### config.mk
export PLATFORM = sky130hd
export DESIGN_NAME = seg7_scan_driver
export DESIGN_NICKNAME = d
export VERILOG_FILES = /design/src/rtl/seg7_pkg.sv /design/src/rtl/seg7_decode.sv /design/src/rtl/seg7_scan_driver.sv
export SDC_FILE = /design/constraint.sdc
export NUM_CORES = 1
export LEC_CHECK = 0
export BUFFER_PORTS_ARGS = -buffer_cell sky130_fd_sc_hd__buf_2
export CAP_MARGIN = 20
export CORE_ASPECT_RATIO = 1.4
export CORE_MARGIN = 2
export CORE_UTILIZATION = 29
export DETAILED_ROUTE_END_ITERATION = 6
export SLEW_MARGIN = 20
export SYNTH_ARGS = -nofsm -noshare
export SYNTH_HDL_FRONTEND = slang
export SYNTH_HIERARCHICAL = 1
export SYNTH_SLANG_ARGS = --single-unit
### constraint.sdc
create_clock -name clk -period 4.3 [get_ports clk]
set_input_delay 0 -clock clk [delete_from_list [all_inputs] [get_ports clk]]
set_output_delay 0 -clock clk [all_outputs]
set_load 0.03 [all_outputs]
### src/rtl/seg7_pkg.sv
`default_nettype none
// ============================================================================
// Module      : seg7_pkg
// Description : Segment bit positions, hex glyph table and blank pattern
//               shared by the 7-segment scan driver.
// Revision    : 1.0 - initial release
// ============================================================================
package seg7_pkg;

    localparam int unsigned SEG_A = 0;
    localparam int unsigned SEG_B = 1;
    localparam int unsigned SEG_C = 2;
    localparam int unsigned SEG_D = 3;
    localparam int unsigned SEG_E = 4;
    localparam int unsigned SEG_F = 5;
    localparam int unsigned SEG_G = 6;

    localparam logic [6:0] SEG_BLANK = 7'b0000000;

    // Entry n is the gfedcba pattern for nibble n; listed from F down to 0.
    localparam logic [15:0][6:0] SEG_HEX_TABLE = {
        7'b1110001, 7'b1111001, 7'b1011110, 7'b0111001,
        7'b1111100, 7'b1110111, 7'b1101111, 7'b1111111,
        7'b0000111, 7'b1111101, 7'b1101101, 7'b1100110,
        7'b1001111, 7'b1011011, 7'b0000110, 7'b0111111
    };

    function automatic logic [6:0] seg_hex_pattern(input logic [3:0] nibble);
        return SEG_HEX_TABLE[nibble];
    endfunction

endpackage
`default_nettype wire

### src/rtl/seg7_decode.sv
`default_nettype none
// ============================================================================
// Module      : seg7_decode
// Description : Combinational nibble to active-high gfedcba segment decode.
// Revision    : 1.0 - initial release
// ============================================================================
module seg7_decode
    import seg7_pkg::*;
(
    input  logic [3:0] i_nibble,
    input  logic       i_hex_mode,
    input  logic       i_blank,
    output logic [6:0] o_seg
);

    always_comb begin
        o_seg = seg_hex_pattern(i_nibble);
        // BCD mode has no glyphs for 10..15, so those codes go dark.
        if (i_blank || (!i_hex_mode && (i_nibble > 4'd9))) begin
            o_seg = SEG_BLANK;
        end
    end

endmodule
`default_nettype wire

### src/rtl/seg7_scan_driver.sv
`default_nettype none
// ============================================================================
// Module      : seg7_scan_driver
// Description : Time-multiplexed N-digit 7-segment driver with double-buffered
//               display value, blanking, leading-zero suppression and dp.
// Revision    : 1.0 - initial release
// ============================================================================
module seg7_scan_driver
    import seg7_pkg::*;
#(
    parameter int DIGITS      = 4,
    parameter int REFRESH_DIV = 1000,
    parameter int HEX_MODE    = 1,
    parameter int SEG_ACT_LOW = 0,
    parameter int AN_ACT_LOW  = 0
) (
    input  logic                  clk,
    input  logic                  rst,
    input  logic                  load,
    input  logic [4*DIGITS-1:0]   value,
    input  logic [DIGITS-1:0]     dp_in,
    input  logic [DIGITS-1:0]     blank_in,
    input  logic                  lz_en,
    output logic [6:0]            seg,
    output logic                  dp,
    output logic [DIGITS-1:0]     an,
    output logic                  pending
);

    localparam int c_pre_w = (REFRESH_DIV > 1) ? $clog2(REFRESH_DIV) : 1;
    localparam int c_idx_w = (DIGITS > 1) ? $clog2(DIGITS) : 1;
    localparam logic [c_pre_w-1:0] c_pre_last = c_pre_w'(REFRESH_DIV - 1);
    localparam logic [c_idx_w-1:0] c_idx_last = c_idx_w'(DIGITS - 1);
    localparam logic [DIGITS-1:0]  c_an_inv   = {DIGITS{AN_ACT_LOW != 0}};
    localparam logic [6:0]         c_seg_inv  = {7{SEG_ACT_LOW != 0}};

    logic [c_pre_w-1:0]  r_presc;
    logic [c_idx_w-1:0]  r_idx;
    logic [4*DIGITS-1:0] r_shadow_value, r_disp_value;
    logic [DIGITS-1:0]   r_shadow_dp, r_disp_dp;
    logic [DIGITS-1:0]   r_shadow_blank, r_disp_blank;
    logic                r_pending;
    logic [6:0]          r_seg;
    logic                r_dp;
    logic [DIGITS-1:0]   r_an;

    logic                w_tick, w_frame_wrap;
    logic [DIGITS-1:0]   w_zero_from;
    logic                w_zero_run;
    logic [3:0]          w_nibble;
    logic                w_dp_bit, w_blank_bit, w_zero_sel, w_lz_blank;
    logic [6:0]          w_seg;
    logic [DIGITS-1:0]   w_an_onehot;

    assign w_tick       = (r_presc == c_pre_last);
    assign w_frame_wrap = w_tick && (r_idx == c_idx_last);

    always_ff @(posedge clk or posedge rst) begin
        if (rst) begin
            r_presc <= '0;
            r_idx   <= '0;
        end else begin
            r_presc <= w_tick ? '0 : r_presc + c_pre_w'(1);
            if (w_tick) begin
                r_idx <= (r_idx == c_idx_last) ? '0 : r_idx + c_idx_w'(1);
            end
        end
    end

    // The displayed copy only moves at a frame boundary so a frame never tears.
    always_ff @(posedge clk or posedge rst) begin
        if (rst) begin
            r_shadow_value <= '0;
            r_shadow_dp    <= '0;
            r_shadow_blank <= '0;
            r_disp_value   <= '0;
            r_disp_dp      <= '0;
            r_disp_blank   <= '0;
            r_pending      <= 1'b0;
        end else begin
            if (load) begin
                r_shadow_value <= value;
                r_shadow_dp    <= dp_in;
                r_shadow_blank <= blank_in;
            end
            if (w_frame_wrap) begin
                r_pending <= 1'b0;
                if (load) begin
                    r_disp_value <= value;
                    r_disp_dp    <= dp_in;
                    r_disp_blank <= blank_in;
                end else if (r_pending) begin
                    r_disp_value <= r_shadow_value;
                    r_disp_dp    <= r_shadow_dp;
                    r_disp_blank <= r_shadow_blank;
                end
            end else if (load) begin
                r_pending <= 1'b1;
            end
        end
    end

    // w_zero_from[i]: nibbles i..DIGITS-1 of the displayed value are all zero.
    always_comb begin
        w_zero_run  = 1'b1;
        w_zero_from = '0;
        for (int i = DIGITS - 1; i >= 0; i--) begin
            w_zero_run     = w_zero_run && (r_disp_value[4*i +: 4] == 4'd0);
            w_zero_from[i] = w_zero_run;
        end
    end

    always_comb begin
        w_nibble    = '0;
        w_dp_bit    = 1'b0;
        w_blank_bit = 1'b0;
        w_zero_sel  = 1'b0;
        for (int i = 0; i < DIGITS; i++) begin
            if (r_idx == c_idx_w'(i)) begin
                w_nibble    = r_disp_value[4*i +: 4];
                w_dp_bit    = r_disp_dp[i];
                w_blank_bit = r_disp_blank[i];
                w_zero_sel  = w_zero_from[i];
            end
        end
    end

    assign w_lz_blank  = lz_en && (r_idx != '0) && w_zero_sel;
    assign w_an_onehot = DIGITS'(1) << r_idx;

    seg7_decode u_decode (
        .i_nibble   (w_nibble),
        .i_hex_mode (HEX_MODE != 0),
        .i_blank    (w_blank_bit || w_lz_blank),
        .o_seg      (w_seg)
    );

    always_ff @(posedge clk or posedge rst) begin
        if (rst) begin
            r_an  <= c_an_inv;
            r_seg <= c_seg_inv;
            r_dp  <= c_seg_inv[0];
        end else begin
            r_an  <= w_an_onehot ^ c_an_inv;
            r_seg <= w_seg ^ c_seg_inv;
            r_dp  <= w_dp_bit ^ c_seg_inv[0];
        end
    end

    assign an      = r_an;
    assign seg     = r_seg;
    assign dp      = r_dp;
    assign pending = r_pending;

endmodule
`default_nettype wire
==> impl_metrics.tcl, run 1 <==
set metrics [dict create \
    max_slew_margin 0.574 \
    drive_gt1_frac 0.333 \
    cts_tree "done" \
    grt_start_max_net_pins 43 \
    period_share 0.663 \
    p_clk_frac 0.482 \
    ys_types 45 \
    placed_area_mm2 0.00369 \
    ctsLongestPathBuffers 2 \
    p_sw_frac 0.208 \
    clock.fmax_mhz 351 \
    fin_area_mm2 0.00424 \
    r2r-end "seg[3]" \
    path_clk_slew_ns 0.05 \
    antenna_found_initial 0 \
    p_sw_w 0.000319 \
    crit_fanout 9 \
    r2r_setup_slack_ns 1.45 \
    yosys_warnings 6 \
    core_area_mm2 0.0113 \
    p_int_w 0.00122 \
    routed_wl_mm 6.39 \
    yosysTopAreaCell "dfrtp_1" \
    power.density_mw_per_mm2 363 \
    synth_ff_type "dfrtp_1" \
    hold_violations 0 \
    nFillCells 1090 \
    gp_congestion 0.790 \
    route.met3.wl_um 254 \
    ff2ff_path_depth 11 \
    leakagePower_nw 1.91 \
    die_y_um 132 \
    cp-start-kind "flop" \
    cts.sinks 73 \
    synth_edf_count 0 \
    die_w_um 95.2 \
    synth_seq_area_share 0.541 \
    post-route-util 0.374 \
    tightest_slew_ns 0.638 \
    numCtsBuffers 9 \
    combPwrFrac 0.053 \
    yosysTopAreaCellShare 0.541 \
    initial_utilization 0.298 \
    critPathKind "reg -> reg" \
    ys_top_cells_by_count "dfrtp_1, mux2_2, nand2_1" \
    syn2layout_area_growth_pct 25.5 \
    critical_path.reg2reg.startpoint "r_idx[0]" \
    grt_pass1_vias 2228 \
    max_cap_viol_count 0 \
    synth_nets 304 \
    grt_pass1_wl_mm 10.9 \
    outcome "completed" \
    ant_nets 0 \
    cts-htree-levels 3 \
    synth-seq-cells 73 \
    hpwlAfterDp_mm 4.50 \
    crit_start "r_idx[0]" \
    cp.arrival_ns 3.12 \
    drt_first_pass_iters 4 \
    ir_drop_v 0.000221 \
    synthArstFlopShare 1.00 \
    worst-endpoint-required_ns 4.56 \
    cts_setup_buffers 0 \
    finalSetupTns_ns 0 \
    endpoint_kind "flop" \
    avgViaCountPerCell 4.47 \
    synth_cells 266 \
    top_layer_used "met4" \
    timing.critical_path.to "seg[3]" \
    syn_area_per_cell_um2 12.7 \
    ios 41 \
    clk-insertion-delay-late_ns 0.33 \
    fin_hold_ws_ns 0.231 \
    vias 2160 \
    rsz0062_at_grt "false" \
    setup_viol 0 \
    dieArea_mm2 0.0125 \
    power_frac_seq 0.465 \
    route.met2.wl_mm 3.10 \
    gr-total-overflow 0 \
    yosysMostFrequentCell "dfrtp_1" \
    seq_area_mm2 0.00183 \
    netlist_top_cells_area "dfrtp_1, mux2_2, mux2_4" \
    fin_nets 372 \
    io_buffers 40 \
    wl_per_cell_um 13.2 \
    diodes 0 \
    wl_met1_mm 2.89 \
    period_minus_slack_ns 2.85 \
    drtIter0Drc 88 \
    skew_ns 0.00651 \
    row_count 46 \
    grt_use_total 0.113 \
    multi_input_area_mm2 0.00141 \
    drv_slew 0 \
    synth_area_mm2 0.00338 \
    post_cts_resized 0 \
    drcViolationCount 0 \
    cts_root_buf "clkbuf_16" \
    hp-class "in -> reg" \
]
[kinds of logic after synthesis]
kind of cell	share of synthesized area
buffers and inverters	0.0426
other	0.00111
flip-flops	0.541
AND/OR/NAND/NOR	0.0978
XOR/XNOR	0.0182
AO/OA/AOI/OAI	0.0737
adder cells (fa/ha/maj)	0.0371
multiplexers	0.189
[flip-flops by register name, indices dropped and copies added, names as in the netlist]
register / flops
pending: 1
r_disp_dp: 4
r_idx: 2
r_disp_value: 16
r_presc: 10
r_shadow_value: 16
r_shadow_dp: 4
r_disp_blank: 4
seg: 7
r_shadow_blank: 4
an: 4
dp: 1
[final cells by class]
| cell class | instances | area share |
|---|---|---|
| multi-input cells | 169 | 0.332 |
| well taps | 144 | 0.0425 |
| clock buffers | 11 | 0.0573 |
| clock inverters | 5 | 0.0130 |
| flip-flops and latches | 73 | 0.431 |
| inverters | 12 | 0.0106 |
| repair buffers | 69 | 0.113 |
[per-layer routing]
metal | GRT usage | up-vias
met5 | 0 | -
met4 | 0.0564 | 0
met3 | 0.0315 | 11
met2 | 0.172 | 36
met1 | 0.144 | 1046
li1 | - | 1067
[power by group through the flow]
stage | Clock (W) | Combinational (W) | Sequential (W)
after floorplan | 0 | 0.0000442 | 0.000725
after global placement | 0 | 0.0000662 | 0.000726
after detailed placement | 0 | 0.0000673 | 0.000727
after CTS | 0.000754 | 0.0000851 | 0.000715
after global routing | 0.000787 | 0.0000927 | 0.000717
final | 0.000740 | 0.0000815 | 0.000715
[worst min-delay path by stage]
stage	from	to	slack [ns]	depth (start not counted)
final	load	pending	0.23	3
after global routing	load	pending	0.30	3
after CTS	load	pending	0.26	3
after detailed placement	rst	seg[2]	0.13	2
after global placement	rst	seg[2]	0.12	2
after floorplan	blank_in[3]	r_shadow_blank[3]	0.16	1
[critical path, stage by stage (launching register included)]
cell and delay (ns):
dfrtp_1 0.41, inv_1 0.13, ha_1 0.35, nand3b_1 0.13, a21oi_1 0.16, a21oi_1 0.06, o21ai_0 0.44, inv_1 0.17
ha_1 0.32, inv_1 0.05, mux4_1 0.47, nor2_1 0.09
[cell usage in the layout, fill, tap and decap left out, types with 3 or more instances in the layout]
master          n
dfrtp_1        73
buf_2          40
mux2_2         32
dlygate4sd3_1  25
nand2_1        19
mux2_4         16
a21oi_1        16
nor2_1         12
inv_1          11
o21ai_0        11
ha_1           10
clkbuf_16       9
nand3b_1        6
xor2_1          4
buf_4           4
nand3_1         3
and3_1          3
xnor2_1         3
nor2b_1         3
nor4_1          3
[what timing repair did]
action                                  4_1_cts  5_1_grt
hold buffers                                 25        0
hold endpoints to repair                     55        0
endpoints found under the setup margin        0        0
[through the flow]
step	worst slack (ns)	cells	power [W]
2_1_floorplan	1.71	266	0.000769
3_3_place_gp	1.61	442	0.000792
3_5_place_dp	1.48	442	0.000794
4_1_cts	1.45	483	0.00155
5_1_grt	1.11	483	0.00160
6_report	1.45	483	0.00154
Power figures use the tool's default switching activity.
==> inputs of run 2 (changes only) <==
Clock period 4.3 ns to 2.65 ns, I/O delays scaled along.
==> impl_metrics.tcl, run 2 (synthesis gave the netlist of run 1 again) <==
set metrics [dict create \
    outcome "completed" \
    setup_viol 0 \
    drt_first_pass_iters 4 \
    period_minus_slack_ns 2.41 \
    io_buffers 40 \
    critPathKind "reg -> reg" \
    period_share 0.909 \
    routed_wl_mm 6.49 \
    leakagePower_nw 2.00 \
    numCtsBuffers 9 \
    ctsLongestPathBuffers 2 \
    cp_top_family "adder cells" \
    worst-endpoint-required_ns 2.91 \
    grt_pass1_vias 2285 \
    cts-htree-levels 3 \
    fin_hold_ws_ns 0.179 \
    drtIter0Drc 82 \
    path_clk_slew_ns 0.06 \
    place_ws_ns 0.248 \
    tightest_slew_ns 0.786 \
    crit_path_cell_trace "inv_1, ha_1, nand3b_1, a21oi_1, a21oi_1, o21ai_0, inv_1, ha_1, inv_1, mux4_1, nor2_1" \
    hold_violations 0 \
    finalSetupTns_ns 0 \
    cts_tree "done" \
    diodes 0 \
    initial_utilization 0.298 \
    crit_buf_inv 3 \
    max_slew_margin 0.475 \
    drive_gt1_frac 0.350 \
    vias 2198 \
    rsz0062_at_grt "false" \
    drv_slew 0 \
    drcViolationCount 0 \
    slowest_stage "mux4_1" \
    grt_start_max_net_pins 38 \
    final_common_cell "dfrtp_1" \
    row_count 46 \
    crit_path_frequent_cell "inv_1" \
    critPathMaxStageDelay_ns 0.47 \
    crit_fanout 7 \
    gp_congestion 0.772 \
    core_area_mm2 0.0113 \
    reg_top3 "r_disp_value (16), r_shadow_value (16), r_presc (10)" \
    gr-total-overflow 0 \
    clock.fmax_mhz 415 \
    wl_per_cell_um 13.2 \
    cts_root_buf "clkbuf_16" \
    dieArea_mm2 0.0125 \
    grt_pass1_wl_mm 10.8 \
    power.density_mw_per_mm2 637 \
    antenna_found_initial 0 \
    skew_ns 0.00708 \
    grt_use_total 0.112 \
    syn2layout_area_growth_pct 30.1 \
    cp-start-kind "flop" \
    ios 41 \
    max_cap_viol_count 0 \
    ir_drop_v 0.000365 \
    ant_nets 0 \
    fin_nets 379 \
    cp.arrival_ns 2.67 \
    hpwlAfterDp_mm 4.69 \
    cts.sinks 73 \
    endpoint_kind "flop" \
    hp-class "in -> reg" \
    final_cell_mix "dfrtp_1, buf_2, mux2_2, dlygate4sd3_1, nand2_1" \
    cts_setup_buffers 0 \
    fin_ws_ns 0.240 \
    die_y_um 132 \
    clk-insertion-delay-late_ns 0.33 \
    die_w_um 95.2 \
    avgViaCountPerCell 4.49 \
]
[run 2: final timing paths]
kind	startpoint	to	slack, ns	depth (start not counted)
min reg2reg	r_presc[0]	r_presc[0]	0.47	1
max	r_idx[1]	seg[3]	0.24	11
min	load	r_shadow_value[14]	0.18	2
min in group asynchronous	rst	seg[2]	0.36	3
max in group asynchronous	rst	r_idx[1]	1.63	4
max reg2reg	r_idx[1]	seg[3]	0.24	11
[run 2: layer usage]
metal	up-vias	wire, µm	track usage
li1	1076	-	-
met1	1084	2940	0.136
met2	31	3230	0.185
met3	7	224	0.0344
met4	0	96	0.0386
met5	-	0	0
[run 2: final cells by class]
type | instances | area (µm²)
multi-input cells | 169 | 1410
clock buffers | 11 | 253
flip-flops and latches | 73 | 1830
inverters | 12 | 45.0
repair buffers | 76 | 558
clock inverters | 5 | 125
fillers | 1103 | 6940
well taps | 144 | 180
[run 2: through the flow]
step	power (W)	cells	util	cell area (µm²)
floorplan	0.00125	266	-	3380
global placement	0.00129	449	0.332	3770
detailed placement	0.00129	449	0.332	3770
CTS	0.00284	490	0.388	4390
global route	0.00291	490	0.388	4390
finish	0.00280	490	0.388	4390
[run 2: power by group]
group | leakage, nW | internal, W | total (W) | switching (W)
Clock | 0.186 | 0.00106 | 0.00150 | 0.000439
Sequential | 0.894 | 0.00115 | 0.00116 | 0.00000820
Combinational | 0.922 | 0.0000764 | 0.000136 | 0.0000597
[run 2: repair_timing]
item,4_1_cts,5_1_grt
resized for setup,0,1
endpoints found under the setup margin,0,1
hold buffers,25,0
endpoints found under the hold margin,60,0
==> inputs of run 3 (changes only) <==
Clock period 2.65 ns to 2.6 ns, I/O delays scaled along.
==> impl_metrics.tcl, run 3 (synthesis gave the netlist of run 1 again) <==
set metrics [dict create \
    numCtsBuffers 9 \
    clk-insertion-delay-late_ns 0.33 \
    syn2layout_area_growth_pct 29.1 \
    initial_utilization 0.298 \
    routed_wl_mm 6.68 \
    ir_drop_v 0.000306 \
    grt_start_max_net_pins 74 \
    vias 2243 \
    grt_use_met3 0.0350 \
    cp.arrival_ns 2.66 \
    period_share 0.921 \
    busiest_layer "met2" \
    rsz0062_at_grt "false" \
    gr-total-overflow 0 \
    avgViaCountPerCell 4.56 \
    final_cell_mix "dfrtp_1, buf_2, mux2_2, dlygate4sd3_1, nand2_1" \
    final_common_cell "dfrtp_1" \
    gp_congestion 0.775 \
    fin_hold_ws_ns 0.196 \
    worst-endpoint-required_ns 2.86 \
    hold_violations 0 \
    gr-usage-met1 0.138 \
    leakagePower_nw 1.99 \
    max_slew_margin 0.403 \
    ctsLongestPathBuffers 2 \
    fin_nets 381 \
    grt_use_total 0.115 \
    grt_pass1_vias 2282 \
    core_area_mm2 0.0113 \
    antenna_found_initial 0 \
    nFillCells 1092 \
    crit_fanout 7 \
    cts.sinks 73 \
    critPathKind "reg -> reg" \
    drcViolationCount 0 \
    drt_first_pass_iters 4 \
    grt_pass1_wl_mm 10.9 \
    max_cap_viol_count 0 \
    outcome "completed" \
    ant_nets 0 \
    setup_viol 0 \
    critPathMaxStageDelay_ns 0.47 \
    wl_per_cell_um 13.6 \
    drtIter0Drc 92 \
    die_w_um 95.2 \
    drv_slew 0 \
    power.density_mw_per_mm2 617 \
    cts-htree-levels 3 \
    period_minus_slack_ns 2.39 \
    die_y_um 132 \
    io_buffers 40 \
    drive_gt1_frac 0.353 \
    slowest_stage "mux4_1" \
    tightest_slew_ns 0.896 \
    seq_area_mm2 0.00183 \
    hp-class "in -> reg" \
    grt_util_met2 0.184 \
    cts_tree "done" \
    cts_root_buf "clkbuf_16" \
    dieArea_mm2 0.0125 \
    clock.fmax_mhz 418 \
    skew_ns 0.00648 \
    ios 41 \
    endpoint_kind "flop" \
    row_count 46 \
    crit_path_cell_trace "ha_1, nand3b_1, a21oi_1, a21oi_1, o21ai_1, inv_1, ha_1, inv_1, mux4_1, nor2_1" \
    finalSetupTns_ns 0 \
    path_clk_slew_ns 0.06 \
    cp-start-kind "flop" \
    multi_input_area_mm2 0.00141 \
    reg_top3 "r_disp_value (16), r_shadow_value (16), r_presc (10)" \
    hpwlAfterDp_mm 4.62 \
    diodes 0 \
]
## run 3: cell count changes in the layout (fill, tap and decap cells not counted), sizes merged
cell,before,now
buf,51,53
bufinv,4,2
clkbuf,11,12
clkinv,1,2
## run 3: layout make-up
class / instances / area share
Inverter: 12 / 0.0103
Sequential cell: 73 / 0.419
Timing Repair Buffer: 78 / 0.129
Multi-Input combinational cell: 169 / 0.323
Clock inverter: 4 / 0.0169
Tap cell: 144 / 0.0413
Clock buffer: 12 / 0.0611
## run 3: path summary, 6_finish.rpt
path,from,endpoint,slack [ns],cells after the start
max in group asynchronous,rst,seg[6],1.53,4
worst max register to register,r_idx[0],seg[3],0.21,10
worst max-delay path,r_idx[0],seg[3],0.21,10
worst min-delay path,load,r_shadow_value[14],0.20,2
min in group asynchronous,rst,seg[2],0.46,4
worst min register to register,r_presc[0],r_presc[0],0.48,1
## run 3: critical path: cells and delay by family, from the launching register on
| family | cells | cell delay (ns) |
|---|---|---|
| adder cells (fa/ha/maj) | 2 | 0.58 |
| buffers and inverters | 2 | 0.16 |
| multiplexers | 1 | 0.47 |
| AND/OR/NAND/NOR | 2 | 0.29 |
| AO/OA/AOI/OAI | 3 | 0.39 |
| flip-flops | 1 | 0.43 |
## run 3: power by group
| group | internal (W) | total [W] | switching [W] |
|---|---|---|---|
| Sequential | 0.00117 | 0.00118 | 0.00000841 |
| Combinational | 0.0000758 | 0.000136 | 0.0000604 |
| Clock | 0.000918 | 0.00137 | 0.000453 |
| Total | 0.00217 | 0.00269 | 0.000522 |
## run 3: timing repair
item	in CTS	in global routing
endpoints found under the setup margin	0	1
hold buffers	25	0
resized for setup	0	2
hold endpoints to repair	97	0
setup buffers	0	2
## run 3: through the flow
stage	worst slack [ns]	cells	utilization	instance area, µm²	total power (W)
after CTS	0.0880	490	0.383	4340	0.00272
after global placement	0.271	449	0.331	3750	0.00131
final	0.205	492	0.384	4360	0.00269
after detailed placement	0.123	449	0.331	3750	0.00132
after global routing	0.00310	492	0.384	4360	0.00279
after floorplan	0.0136	266	-	3380	0.00127
## run 3: routing by layer
layer  vias to the layer above  wire length, µm  share of wire
met3                        14              264          0.040
li1                       1083                -              -
met2                        43             3360           0.50
met1                      1103             2860           0.43
met4                         0              189          0.028
met5                         -                0              0
